## config.mk

```make
export PLATFORM = sky130hd
export DESIGN_NAME = floating_div
export DESIGN_NICKNAME = d
export VERILOG_FILES = /design/src/rtl/floating_div.sv
export SDC_FILE = /design/constraint.sdc
export NUM_CORES = 1
export LEC_CHECK = 0
export BUFFER_PORTS_ARGS = -buffer_cell sky130_fd_sc_hd__buf_4
export CAP_MARGIN = 10
export CORE_MARGIN = 8
export CORE_UTILIZATION = 65
export CTS_BUF_LIST = sky130_fd_sc_hd__clkbuf_8
export DETAILED_ROUTE_END_ITERATION = 16
export GPL_TIMING_DRIVEN = 0
export PLACE_DENSITY = 0.94
export SYNTH_ARGS = -nofsm -noshare
export SYNTH_HDL_FRONTEND = slang
export SYNTH_SLANG_ARGS = --single-unit
export TNS_END_PERCENT = 100
```

## constraint.sdc

```tcl
create_clock -name clk -period 5.4 [get_ports clk]
set_input_delay 0.54 -clock clk [delete_from_list [all_inputs] [get_ports clk]]
set_output_delay 0.54 -clock clk [all_outputs]
set_load 0.01 [all_outputs]
```

## src/rtl/floating_div.sv

```systemverilog
// Iterative IEEE-754 single-precision divider, one restoring quotient bit per cycle.
// Specials resolve on the accepting edge; finite operands take 26 cycles.
module floating_div (
    input  logic        clk,
    input  logic        rst,
    input  logic        start,
    input  logic [31:0] a,
    input  logic [31:0] b,
    output logic [31:0] out,
    output logic        busy,
    output logic        done
);

    localparam logic [1:0] IDLE = 2'd0;
    localparam logic [1:0] DIV  = 2'd1;
    localparam logic [1:0] NORM = 2'd2;

    logic [1:0]        state;
    logic [4:0]        cnt;
    logic [24:0]       q;
    logic [24:0]       r;
    logic [23:0]       mb;
    logic signed [9:0] e;
    logic              s;

    logic              s_in;
    logic              zero_a, zero_b, inf_a, inf_b, nan_a, nan_b;
    logic              spec;
    logic [31:0]       spec_val;
    logic [9:0]        e_in;

    logic [24:0]       diff;
    logic              qbit;
    logic [24:0]       r_keep;

    logic signed [9:0] ef;
    logic [22:0]       frac;
    logic [31:0]       norm_val;

    always_comb begin
        s_in   = a[31] ^ b[31];
        zero_a = (a[30:23] == 8'h00);
        zero_b = (b[30:23] == 8'h00);
        inf_a  = (a[30:23] == 8'hFF) && (a[22:0] == 23'd0);
        inf_b  = (b[30:23] == 8'hFF) && (b[22:0] == 23'd0);
        nan_a  = (a[30:23] == 8'hFF) && (a[22:0] != 23'd0);
        nan_b  = (b[30:23] == 8'hFF) && (b[22:0] != 23'd0);
        e_in   = {2'b00, a[30:23]} - {2'b00, b[30:23]} + 10'd127;
        spec     = 1'b1;
        spec_val = {s_in, 31'd0};
        if (nan_a || nan_b || (inf_a && inf_b) || (zero_a && zero_b))
            spec_val = {s_in, 8'hFF, 23'd1};
        else if (inf_a || zero_b)
            spec_val = {s_in, 8'hFF, 23'd0};
        else if (zero_a || inf_b)
            spec_val = {s_in, 31'd0};
        else
            spec = 1'b0;
    end

    always_comb begin
        diff   = r - {1'b0, mb};
        qbit   = (r >= {1'b0, mb});
        r_keep = qbit ? diff : r;
    end

    // A quotient below 1.0 lands one bit lower and costs one exponent step.
    always_comb begin
        ef   = q[24] ? e : e - 10'sd1;
        frac = q[24] ? q[23:1] : q[22:0];
        if (ef >= 10'sd255)
            norm_val = {s, 8'hFF, 23'd0};
        else if (ef <= 10'sd0)
            norm_val = {s, 31'd0};
        else
            norm_val = {s, ef[7:0], frac};
    end

    always_ff @(posedge clk) begin
        if (rst) begin
            state <= IDLE;
            cnt   <= 5'd0;
            q     <= 25'd0;
            r     <= 25'd0;
            mb    <= 24'd0;
            e     <= 10'sd0;
            s     <= 1'b0;
            out   <= 32'd0;
            busy  <= 1'b0;
            done  <= 1'b0;
        end else begin
            done <= 1'b0;
            unique case (state)
                IDLE: begin
                    if (start) begin
                        s <= s_in;
                        if (spec) begin
                            out  <= spec_val;
                            done <= 1'b1;
                        end else begin
                            r     <= {2'b01, a[22:0]};
                            mb    <= {1'b1, b[22:0]};
                            e     <= $signed(e_in);
                            q     <= 25'd0;
                            cnt   <= 5'd0;
                            busy  <= 1'b1;
                            state <= DIV;
                        end
                    end
                end
                DIV: begin
                    r   <= {r_keep[23:0], 1'b0};
                    q   <= {q[23:0], qbit};
                    cnt <= cnt + 5'd1;
                    if (cnt == 5'd24)
                        state <= NORM;
                end
                NORM: begin
                    out   <= norm_val;
                    done  <= 1'b1;
                    busy  <= 1'b0;
                    state <= IDLE;
                end
                default: state <= IDLE;
            endcase
        end
    end

endmodule

```

**Word-level counts from Yosys, hierarchy flattened**

Cells that the tools add are included.

- Flip-flop bits (word level): 126
- Output and inout port bits: 34
- Input bits: 67
- Word-level logic and storage cells: 87

- $lt $le $gt $ge: 3
- Equal/unequal tests: 9
- Reductions and logical operators: 26
- Bitwise operators: 2
- Multiplexer cells: 32
- $add $sub $neg: 5

Operators with widths:

| cell | count |
|---|---|
| $mux W31 | 4 |
| $mux W25 | 4 |
| $pmux W25 S2 | 2 |
| $mux W32 | 2 |
| $pmux W32 S2 | 1 |
| $logic_not A23 Y1 | 2 |
| $reduce_bool A23 Y1 | 2 |
| $ge A25 B24 Y1 | 1 |
| $mux W24 | 1 |
| $sub A24 B24 Y24 | 1 |
| $mux W23 | 1 |
| $eq A8 B8 Y1 const B | 2 |
| $logic_not A8 Y1 | 2 |
| $reduce_and A3 Y1 | 5 |
| $add A9 B8 Y10 const B | 1 |
| $ge A10 B9 Y1 const B | 1 |
| $le A10 B1 Y1 const B | 1 |
| $mux W10 | 1 |
| $mux W5 | 2 |
| $pmux W5 S2 | 1 |
| $sub A10 B2 Y10 const B | 1 |
| $sub A8 B8 Y9 | 1 |
| $ne A2 B2 Y1 const B | 4 |
| $mux W1 | 7 |
| 14 further kinds | 27 |

**Logic depth before layout (Yosys ltp)**

Gate-level depths: netlist (run 1).

- Depth in word-level cells: 9
- Gate-level depth with buffers: 13
- Depth with buffers taken out: 12

**Worst setup path before layout (run 1)**

Ideal clock, no wire load.

- Path kind: register to register
- From: reg mb[2]
- To: reg r[15]
- Buffers on the path: 1
- Slack: 2.379 ns
- Library setup time: 0.091 ns
- Cell stages (with the launch flop): 12
- Clock period less this slack: 3.021 ns
- Arrival time: 2.930 ns
- Required time: 5.309 ns
- Cells stage by stage: dfxtp_1 inv_1 ha_1 o211ai_2 a21oi_2 or4_4 a311oi_4 a211oi_4 a21oi_4 buf_6 mux2_2 a311oi_1

- Cells in the longest elaborated chain, start to end: 3
- Elaborated cells on any way between the ends: 4
- Classes of those cells: 1 x add/sub; 1 x order compare; 2 x mux

Ends and longest elaborated chain:

| item | line | text |
|---|---|---|
| start, declared | 22 | `logic [23:0] mb;` |
| start signal, assigned | 102 | `mb <= {1'b1, b[22:0]};` |
| $sub A24 B24 Y24 / $ge A25 B24 Y1 (equally long branches) | 62, 63 |  |
| $mux W24 (*) | 64 | `r_keep = qbit ? diff : r;` |
| $pmux W25 S2 (*) | 93 | `unique case (state)` |
| end signal, assigned | 101 | `r <= {2'b01, a[22:0]};` |
| end signal, assigned | 112 | `r <= {r_keep[23:0], 1'b0};` |
| end, declared | 21 | `logic [24:0] r;` |

Mark *: on every way between the ends. The rest lies on a longest branch, timed or not.
A chain may end at the register's enable or synchronous reset.

**Final worst setup path (run 1)**

- From: reg r[0]
- To: reg r[23]

- Cells in the longest elaborated chain, start to end: 3
- Elaborated cells on any way between the ends: 4
- Classes of those cells: 1 x add/sub; 1 x order compare; 2 x mux

Ends and longest elaborated chain:

| item | line |
|---|---|
| $sub A24 B24 Y24 / $ge A25 B24 Y1 (equally long branches) | 62, 63 |
| $mux W24 (*) | 64 |
| $pmux W25 S2 (*) | 93 |

Marked as above.

==> run_results.csv, run 1 <==
group,metric,value,unit
run_status,status,"completed",
critical_path,cp_data_required_time,5.75,ns
global_route,grt_max_degree,17,
place,gp_congestion,0.930,
timing,maxSlewHeadroom,39.7,%
logic_synthesis,yosys_warnings,0,
timing,layout_min_cycle_time,3.51,ns
drt,num_vias,7794,
place,io_buffer_count,99,
clock_tree,cts.path.max_buffers,2,
floorplan,die_y,123,microns
drt,routedWlPerCell,18.8,microns
logic_synthesis,synth_simple_gate_area_share,22.3,%
critical_path,path_class,"register to register",
critical_path,path_cells,"inv_1, ha_1, fa_1, or2b_1, a2111oi_0, nor4_1, o21bai_1, a311o_1, a21oi_1, xor2_1, a211oi_1",
floorplan,coreArea,0.0113,sq mm
drt,drt-total-wl,22600,microns
logic_synthesis,synthTopCellsByCount,"145 x nand2_1, 126 x dfxtp_1, 93 x nor2_1, 59 x a21oi_1, 47 x clkbuf_1",
floorplan,io_pins,101,
power_and_ir_drop,vdd.ir_drop.worst,0.000201,V
timing,setup_viol,0,
logic_synthesis,synth_area,0.00739,sq mm
timing,worstMarginPinSlew,0.881,ns
clock_tree,cts-buffers-inserted,17,
logic_synthesis,synth-main-ff-cell,"dfxtp_1",
place,dp_hpwl,16400,microns
logic_synthesis,yosysTopAreaCell,"dfxtp_1",
final_layout,drive_gt1_share,15.1,%
critical_path,critical-path-top-delay-family,"compound AO/OA/AOI/OAI gates",
final_layout,area_growth,18.0,%
clock_tree,post-cts-setup-buffer-count,0,
logic_synthesis,synth_top_family_by_area,"simple AND/OR/NAND/NOR gates",
clock_tree,cts_hold_buffers,0,
power_and_ir_drop,leakage,3.44,nW
logic_synthesis,synth_top_cell_area_share,34.1,%
critical_path,path_max_fanout,3,
logic_synthesis,ys_ff_latch,126,
drt,first_iter_violations,1018,
logic_synthesis,async_reset_ff_share,0,%
critical_path,crit_path_top_delay_cell,"a2111oi_0",
logic_synthesis,synth_cell_types,64,
clock_tree,path_clk_slew,0.08,ns
global_route,grt_first_pass_wirelength,36600,microns
clock_tree,cts_root_buffer,"clkbuf_8",
critical_path,arrival,3.87,ns
logic_synthesis,synth-edff-count,0,
critical_path,crit_buf_inv,1,
logic_synthesis,synthAdderAreaFrac,6.64,%
final_layout,post-route-util,77.3,%
drt,drc,0,
logic_synthesis,syn_avg_cell_area,7.96,sq um
logic_synthesis,synth_mux_area_share,6.20,%
global_route,grt_usage,30.5,%
clock_tree,clock_sinks,126,
timing,timing.final.max_slew_violations,0,
final_layout,nNetsFinal,1151,
power_and_ir_drop,power_density,329,mW/mm^2
drt,drt_pass1_iterations,7,
timing,tns,0,ns
global_route,grt_overflow,0,
floorplan,die_area,0.0150,sq mm
clock_tree,htreeDepth,4,
critical_path,start_kind,"register",
drt,ant_nets,0,
logic_synthesis,synth_cells,928,
critical_path,max_stage_delay,0.78,ns
timing,clock_skew,0.0117,ns
logic_synthesis,yosysMostFrequentCell,"nand2_1",
critical_path,cp-end-kind,"register",
timing,grt_setup_unrepaired,"no",
logic_synthesis,synth_nets,1033,
worst_hold_path,min_path_type,"input pin to register",
timing,fmax,0.285,GHz
timing,hold_violations,0,
logic_synthesis,synth-seq-area-share,34.1,%
floorplan,row_count,39,
clock_tree,cts.repair.resized,0,
logic_synthesis,synth-xor-area-share,4.62,%
global_route,first_global_vias,7475,
flow_run,max-cap-violations,0,
floorplan,die-width,123,microns
floorplan,initial_core_util,65.5,%
clock_tree,cts_tree,"done",
timing,period_share,65.1,%
clock_tree,clock_latency,0.45,ns
final_layout,diodes,0,
global_route,antenna_found_initial,0,
drt,vias_per_cell,6.48,
logic_synthesis,synth_compound_area_share,20.8,%
logic_synthesis,ys_top_cells_by_area,"dfxtp_1 34%, nand2_1 7.4%, ha_1 6.1%, nor2_1 4.7%, mux2i_1 4.1%",
power breakdown:
group | internal (mW) | switching (mW) | total (mW)
clock | 0.432 | 0.421 | 0.853
sequential | 0.980 | 0.0424 | 1.02
combinational | 0.399 | 0.589 | 0.988
sequential cells by signal, indices dropped and copies added, names as in the netlist:
name / flops
busy: 1
cnt: 5
q: 25
out: 32
e: 10
state: 2
mb: 24
s: 1
done: 1
r: 25
area by class of cell:
cell class	count	area, sq um
plain buffers	55	224
flip-flops and latches	126	2520
inverters	44	165
fillers	774	2560
repair buffers	99	743
clock inverters	14	156
clock buffers	18	248
well taps	143	179
multi-input cells	703	4480
per-stage QoR:
step | area [sq um] | instances | hold WS [ns] | power, mW | setup WS (ns)
finish | 8710 | 1202 | 0.340 | 2.86 | 1.89
global route | 8710 | 1202 | 0.331 | 2.99 | 1.76
CTS | 8710 | 1202 | 0.331 | 2.82 | 1.98
detailed placement | 8310 | 1170 | 0.446 | 1.98 | 1.94
global placement | 8310 | 1170 | 0.437 | 1.96 | 2.02
floorplan | 7390 | 928 | 0.435 | 1.74 | 2.38
metal layers:
metal  share of wire (%)  vias to the layer above  GRT usage (%)
met4                 4.2                        0           14.7
met3                  11                      106           9.02
met2                  46                      485           49.2
met1                  39                     3632           36.6
met5                   0                        -              0
li1                    -                     3571              -
worst paths after layout:
kind | startpoint | cells past startpoint | slack (ns) | to
max | r[0] | 11 | 1.89 | r[23]
min | b[15] | 3 | 0.34 | mb[15]
max reg2reg | r[0] | 11 | 1.89 | r[23]
min reg2reg | mb[6] | 2 | 0.46 | mb[6]
worst min-delay path, stage by stage:
cell and delay, ns:
buf_4 0.11, nand2_1 0.05, a21oi_1 0.05
cells in the final DEF (no fill, tap or decap), types with 12 or more instances in the layout:
cell	count
clkbuf_1	47
o21ai_0	39
a22oi_1	27
nand3_1	12
a21oi_1	59
nor2_1	93
nand2_1	145
xor2_1	18
dfxtp_1	126
ha_1	36
a311oi_1	17
mux2_2	14
nand4_1	17
buf_4	99
inv_1	44
mux2i_1	30
nor4_1	17
clkbuf_8	18
a211oi_1	18
xnor2_1	21
nor3_1	24
cell families (layout without fill, tap and decap cells):
family / after synthesis / in the layout
muxes: 44 / 44
xor gates and xnor gates: 39 / 39
adders and majority gates: 38 / 38
buffers and inverters: 99 / 230
DFF: 126 / 126
and+or+nand+nor: 359 / 359
AOI/OAI and AO/OA: 223 / 223
No activity file was read; power rests on OpenSTA's default activity.
==> run 2, diff against run 1 <==
Settings changed: CORE_UTILIZATION 65 to 60, PLACE_DENSITY 0.94 to 0.88.
Clock period 5.4 ns to 3.6 ns, I/O delays scaled along.
==> run_results.csv, run 2 (synthesis results as in run 1) <==
group,metric,value,unit
drt,route.top_layer_used,"met4",
clock_tree,clock_sinks,126,
critical_path,cp_data_required_time,3.96,ns
drt,wl_met2,9530,microns
drt,drt_pass1_iterations,5,
drt,drt-total-wl,21300,microns
floorplan,io_pins,101,
place,placed_cell_area,0.00832,sq mm
timing,clock_skew,0.0116,ns
final_layout,fillers,938,
final_layout,final_common_cell,"nand2_1",
drt,wl_met1,9440,microns
timing,maxSlewHeadroom,47.5,%
timing,timing.final.max_slew_violations,0,
clock_tree,post-cts-setup-buffer-count,0,
critical_path,crit_path_top_delay_cell,"or4_4",
clock_tree,cts-buffers-inserted,17,
critical_path,path_cells,"inv_1, ha_1, o211ai_2, a21oi_2, or4_4, a311oi_4, a211oi_4, a21oi_4, buf_6, mux2_2, a311oi_1",
final_layout,largest_reg_flops,32,
final_layout,diodes,0,
drt,dr_wl_met3,1730,microns
clock_tree,cts_tree,"done",
final_layout,nNetsFinal,1151,
flow_run,max-cap-violations,0,
power_and_ir_drop,p_total,4.23,mW
clock_tree,clock_latency,0.45,ns
global_route,grt_max_degree,17,
final_layout,seq_area,0.00252,sq mm
critical_path,startpoint,"mb[2]",
critical_path,cp-end-kind,"register",
critical_path,path_max_fanout,10,
timing,tns,0,ns
worst_hold_path,min_from,"b[12]",
timing,hold_violations,0,
timing,layout_min_cycle_time,3.51,ns
place,dp_slack,0.130,ns
timing,final.setup.worst_slack,0.0922,ns
floorplan,initial_core_util,61.5,%
timing,setup_viol,0,
worst_hold_path,min_path_type,"input pin to register",
critical_path,start_kind,"register",
power_and_ir_drop,vdd.ir_drop.worst,0.000277,V
floorplan,row_count,40,
clock_tree,htreeDepth,4,
critical_path,max_stage_delay,0.53,ns
global_route,first_global_vias,6973,
drt,drc,0,
timing,whs,0.170,ns
power_and_ir_drop,power_density,486,mW/mm^2
run_status,status,"completed",
power_and_ir_drop,leakage,3.45,nW
final_layout,area_growth,17.9,%
place,dp.cells,1174,
drt,num_vias,7461,
clock_tree,cts.path.max_buffers,2,
critical_path,arrival,3.87,ns
global_route,grt_first_pass_wirelength,34400,microns
final_layout,final_cell_mix,"145 x nand2_1, 126 x dfxtp_1, 99 x buf_4, 93 x nor2_1, 59 x a21oi_1",
drt,first_iter_violations,768,
final_layout,reg_top3,"out: 32 flops, q: 25 flops, r: 25 flops",
place,io_buffer_count,99,
floorplan,die-width,127,microns
floorplan,die_y,127,microns
floorplan,die_area,0.0161,sq mm
clock_tree,path_clk_slew,0.08,ns
final_layout,drive_gt1_share,14.8,%
final_layout,regMostFlops,"out",
floorplan,coreArea,0.0120,sq mm
place,dp_hpwl,16200,microns
global_route,antenna_found_initial,0,
drt,routedWlPerCell,17.7,microns
place,gp_congestion,0.923,
final_layout,layout.cells.non_filler,1205,
drt,vias_per_cell,6.19,
critical_path,r2r_start,"mb[2]",
timing,worstMarginPinSlew,0.785,ns
final_layout,multi_input_area,0.00448,sq mm
drt,ant_nets,0,
timing,fmax,0.285,GHz
global_route,grt_overflow,0,
clock_tree,cts_root_buffer,"clkbuf_8",
critical_path,path_class,"register to register",
global_route,grt_usage,26.3,%
timing,period_share,97.4,%
final_layout,post-route-util,72.5,%
final_layout,final_cell_area,0.00871,sq mm
timing,grt_setup_unrepaired,"no",
run 2: cell types whose count changed in the layout (fill, tap and decap cells not counted), sizes merged:
cell,before,now
clkbuf,65,67
clkinvlp,2,0
clkinv,4,6
inv,50,47
run 2: metal layers:
layer,track usage [%],vias up
li1,-,3560
met3,6.87,53
met4,10.0,0
met1,33.5,3524
met2,41.7,324
met5,0,-
run 2: worst max-delay path, delay by kind of cell, from the launching register on:
family                     cells  cell delay, ns
adders and majority gates      1            0.34
AOI/OAI and AO/OA              6            1.57
muxes                          1            0.34
buffers and inverters          2            0.28
DFF                            1            0.34
and+or+nand+nor                1            0.53
run 2: worst paths after layout:
kind / depth (start not counted) / end / slack [ns]
setup / recovery: 11 / r[15] / 0.09
hold / removal: 3 / mb[12] / 0.17
setup reg to reg: 11 / r[15] / 0.09
hold reg to reg: 2 / out[6] / 0.45
run 2: what timing repair did:
item	CTS	global route
hold buffers	0	0
gates resized for setup	0	1
endpoints found under the setup margin	0	1
run 2: where the power goes:
group | switching, mW | total [mW] | leakage, nW | internal [mW]
sequential | 0.0585 | 1.53 | 1.03 | 1.47
clock | 0.575 | 1.24 | 0.211 | 0.663
combinational | 0.867 | 1.47 | 2.21 | 0.598
total | 1.50 | 4.23 | 3.45 | 2.73
run 2: area by class of cell:
class	count	share of cell area (%)
Buffer	55	2.57
Clock buffer	20	3.16
Clock inverter	11	1.35
Inverter	44	1.90
Multi-Input combinational cell	703	51.4
Sequential cell	126	29.0
Tap cell	147	2.11
Timing Repair Buffer	99	8.53
==> run 3, diff against run 2 <==
Settings changed: ABC_AREA set to 1, CORE_UTILIZATION 60 to 61.
==> run_results.csv, run 3 <==
group,metric,value,unit
run_status,status,"completed",
place,io_buffer_count,99,
place,placed_cell_area,0.00941,sq mm
clock_tree,cts_hold_buffers,0,
drt,dr_wl_met3,2040,microns
clock_tree,clock_sinks,126,
drt,routedWlPerCell,15.3,microns
power_and_ir_drop,switchingPower,2.90,mW
logic_synthesis,yosysTopAreaCell,"dfxtp_1",
logic_synthesis,ys_top_cells_by_area,"dfxtp_1 30%, nand2_1 18%, inv_1 8.5%, nand3_1 7.4%, ha_1 5.3%",
logic_synthesis,synth-edff-count,0,
timing,timing.final.max_slew_violations,0,
global_route,antenna_found_initial,0,
timing,tns,0,ns
global_route,grt_max_degree,17,
drt,vias_per_cell,5.57,
logic_synthesis,async_reset_ff_share,0,%
drt,drt_pass1_iterations,5,
power_and_ir_drop,switching_share,46.7,%
logic_synthesis,synthTopCellsByCount,"400 x nand2_1, 192 x inv_1, 126 x dfxtp_1, 124 x nand3_1, 84 x nor2_1",
critical_path,rrSetupSlack,1.05,ns
timing,setup_viol,0,
clock_tree,path_clk_slew,0.08,ns
critical_path,start_kind,"register",
final_layout,regMostFlops,"out",
global_route,first_global_vias,8612,
clock_tree,cts_tree,"done",
critical_path,critPathMostFrequentCell,"nand2_1",
power_and_ir_drop,clkPwrFrac,19.8,%
drt,drc,0,
worst_hold_path,min_path_type,"input pin to register",
flow_run,max-cap-violations,0,
final_layout,area_growth,16.0,%
timing,hold_violations,0,
critical_path,crit_path_top_delay_cell,"fa_1",
critical_path,arrival,2.95,ns
logic_synthesis,synth_cells,1334,
floorplan,coreArea,0.0137,sq mm
logic_synthesis,yosys_warnings,0,
final_layout,reg_top3,"out: 32 flops, q: 25 flops, r: 25 flops",
final_layout,nNetsFinal,1557,
clock_tree,clock_latency,0.46,ns
drt,num_vias,9165,
drt,wl_met2,11500,microns
timing,worstMarginPinSlew,0.700,ns
power_and_ir_drop,power_density,635,mW/mm^2
logic_synthesis,synth_cell_types,43,
floorplan,die-width,134,microns
final_layout,final_cell_area,0.00979,sq mm
power_and_ir_drop,vdd.ir_drop.worst,0.000398,V
floorplan,die_area,0.0179,sq mm
floorplan,row_count,43,
critical_path,cp-end-kind,"register",
power_and_ir_drop,pwr-share-comb,54.2,%
timing,maxSlewHeadroom,53.3,%
final_layout,diodes,0,
clock_tree,cts.path.max_buffers,2,
floorplan,initial_core_util,61.5,%
power_and_ir_drop,leakage,4.84,nW
clock_tree,cts_root_buffer,"clkbuf_8",
drt,ant_nets,0,
logic_synthesis,syn_avg_cell_area,6.33,sq um
global_route,grt_first_pass_wirelength,41400,microns
timing,final.setup.worst_slack,1.05,ns
critical_path,path_cells,"inv_1, ha_1, fa_1, inv_1, nand3_1, nand3_1, nand2_1, nand2_1, nand2_1, nand2_1, nand3_1, nand2_1, nor2_1, o21ai_1, inv_1, nor2_1",
logic_synthesis,yosysMostFrequentCell,"nand2_1",
logic_synthesis,synth_nets,1439,
logic_synthesis,synth-seq-area-share,29.9,%
drt,route.top_layer_used,"met4",
timing,grt_setup_unrepaired,"no",
global_route,grt_usage,28.3,%
place,dp_hpwl,19500,microns
logic_synthesis,ys_ff_latch,126,
timing,period_share,70.9,%
clock_tree,cts-buffers-inserted,17,
place,gp_congestion,0.980,
power_and_ir_drop,internal_power,3.32,mW
critical_path,crit_buf_inv,3,
drt,wl_met1,11300,microns
global_route,grt_overflow,0,
logic_synthesis,synth-main-ff-cell,"dfxtp_1",
critical_path,critical-path-top-delay-family,"simple AND/OR/NAND/NOR gates",
clock_tree,htreeDepth,4,
timing,clock_skew,0.00893,ns
drt,drt-total-wl,25200,microns
critical_path,max_stage_delay,0.42,ns
drt,first_iter_violations,875,
floorplan,io_pins,101,
place,dp_slack,1.17,ns
final_layout,final_common_cell,"nand2_1",
logic_synthesis,synth_area,0.00844,sq mm
final_layout,drive_gt1_share,14.8,%
final_layout,post-route-util,71.4,%
logic_synthesis,synth_top_cell_area_share,29.9,%
final_layout,final_cell_mix,"400 x nand2_1, 192 x inv_1, 126 x dfxtp_1, 124 x nand3_1, 107 x buf_4",
clock_tree,post-cts-setup-buffer-count,0,
power_and_ir_drop,p_total,6.22,mW
timing,whs,0.103,ns
final_layout,layout.cells.non_filler,1644,
place,dp.cells,1613,
critical_path,cp_data_required_time,4.00,ns
floorplan,die_y,134,microns
power_and_ir_drop,seqPwrFrac,26.0,%
final_layout,largest_reg_flops,32,
clock_tree,cts.repair.resized,0,
timing,fmax,0.392,GHz
critical_path,path_max_fanout,4,
critical_path,path_class,"register to register",
timing,layout_min_cycle_time,2.55,ns
-- run 3: final timing paths --
check             start  endpoint  cells past startpoint
setup / recovery   r[0]     r[23]                     16
hold / removal    b[13]    mb[13]                      3
setup reg to reg   r[0]     r[23]                     16
hold reg to reg    q[0]      q[1]                      2
-- run 3: kinds of logic (layout without fill, tap and decap cells) --
logic type               after synthesis  after routing  synth area share (%)
XOR/XNOR                              17             17                  1.76
AND/OR/NAND/NOR                      722            722                  38.4
buffers and inverters                258            388                  13.2
flip-flops                           126            126                  29.9
AO/OA/AOI/OAI                        172            172                  10.8
adder cells (fa/ha/maj)               38             38                  5.81
multiplexers                           1              1                 0.119
-- run 3: power by group through the flow --
stage / Clock [mW] / Sequential (mW) / Combinational (mW)
after floorplan: 0 / 1.62 / 2.52
after global placement: 0 / 1.64 / 3.22
after detailed placement: 0 / 1.65 / 3.26
after CTS: 1.22 / 1.62 / 3.29
after global routing: 1.29 / 1.63 / 3.76
final: 1.23 / 1.62 / 3.37
-- run 3: worst register-to-register path, stage by stage, from the launching register on --
cell and delay (ns):
dfxtp_1 0.34, inv_1 0.07, ha_1 0.22, fa_1 0.42, inv_1 0.12, nand3_1 0.07
nand3_1 0.21, nand2_1 0.09, nand2_1 0.15, nand2_1 0.14, nand2_1 0.12, nand3_1 0.08
nand2_1 0.11, nor2_1 0.06, o21ai_1 0.13, inv_1 0.05, nor2_1 0.10
-- run 3: layout make-up --
type	instances	area [sq um]
multi-input combinational	950	4800
fill	1224	3930
sequential	126	2520
inverter	210	791
timing repair buffer	99	743
buffer	48	327
clock buffer	17	234
tap	180	225
clock inverter	14	146
-- run 3: routing by layer --
metal | vias up | GRT usage [%]
met2 | 388 | 45.1
met4 | 0 | 8.23
met5 | - | 0
met3 | 39 | 5.38
li1 | 4539 | -
met1 | 4199 | 37.8
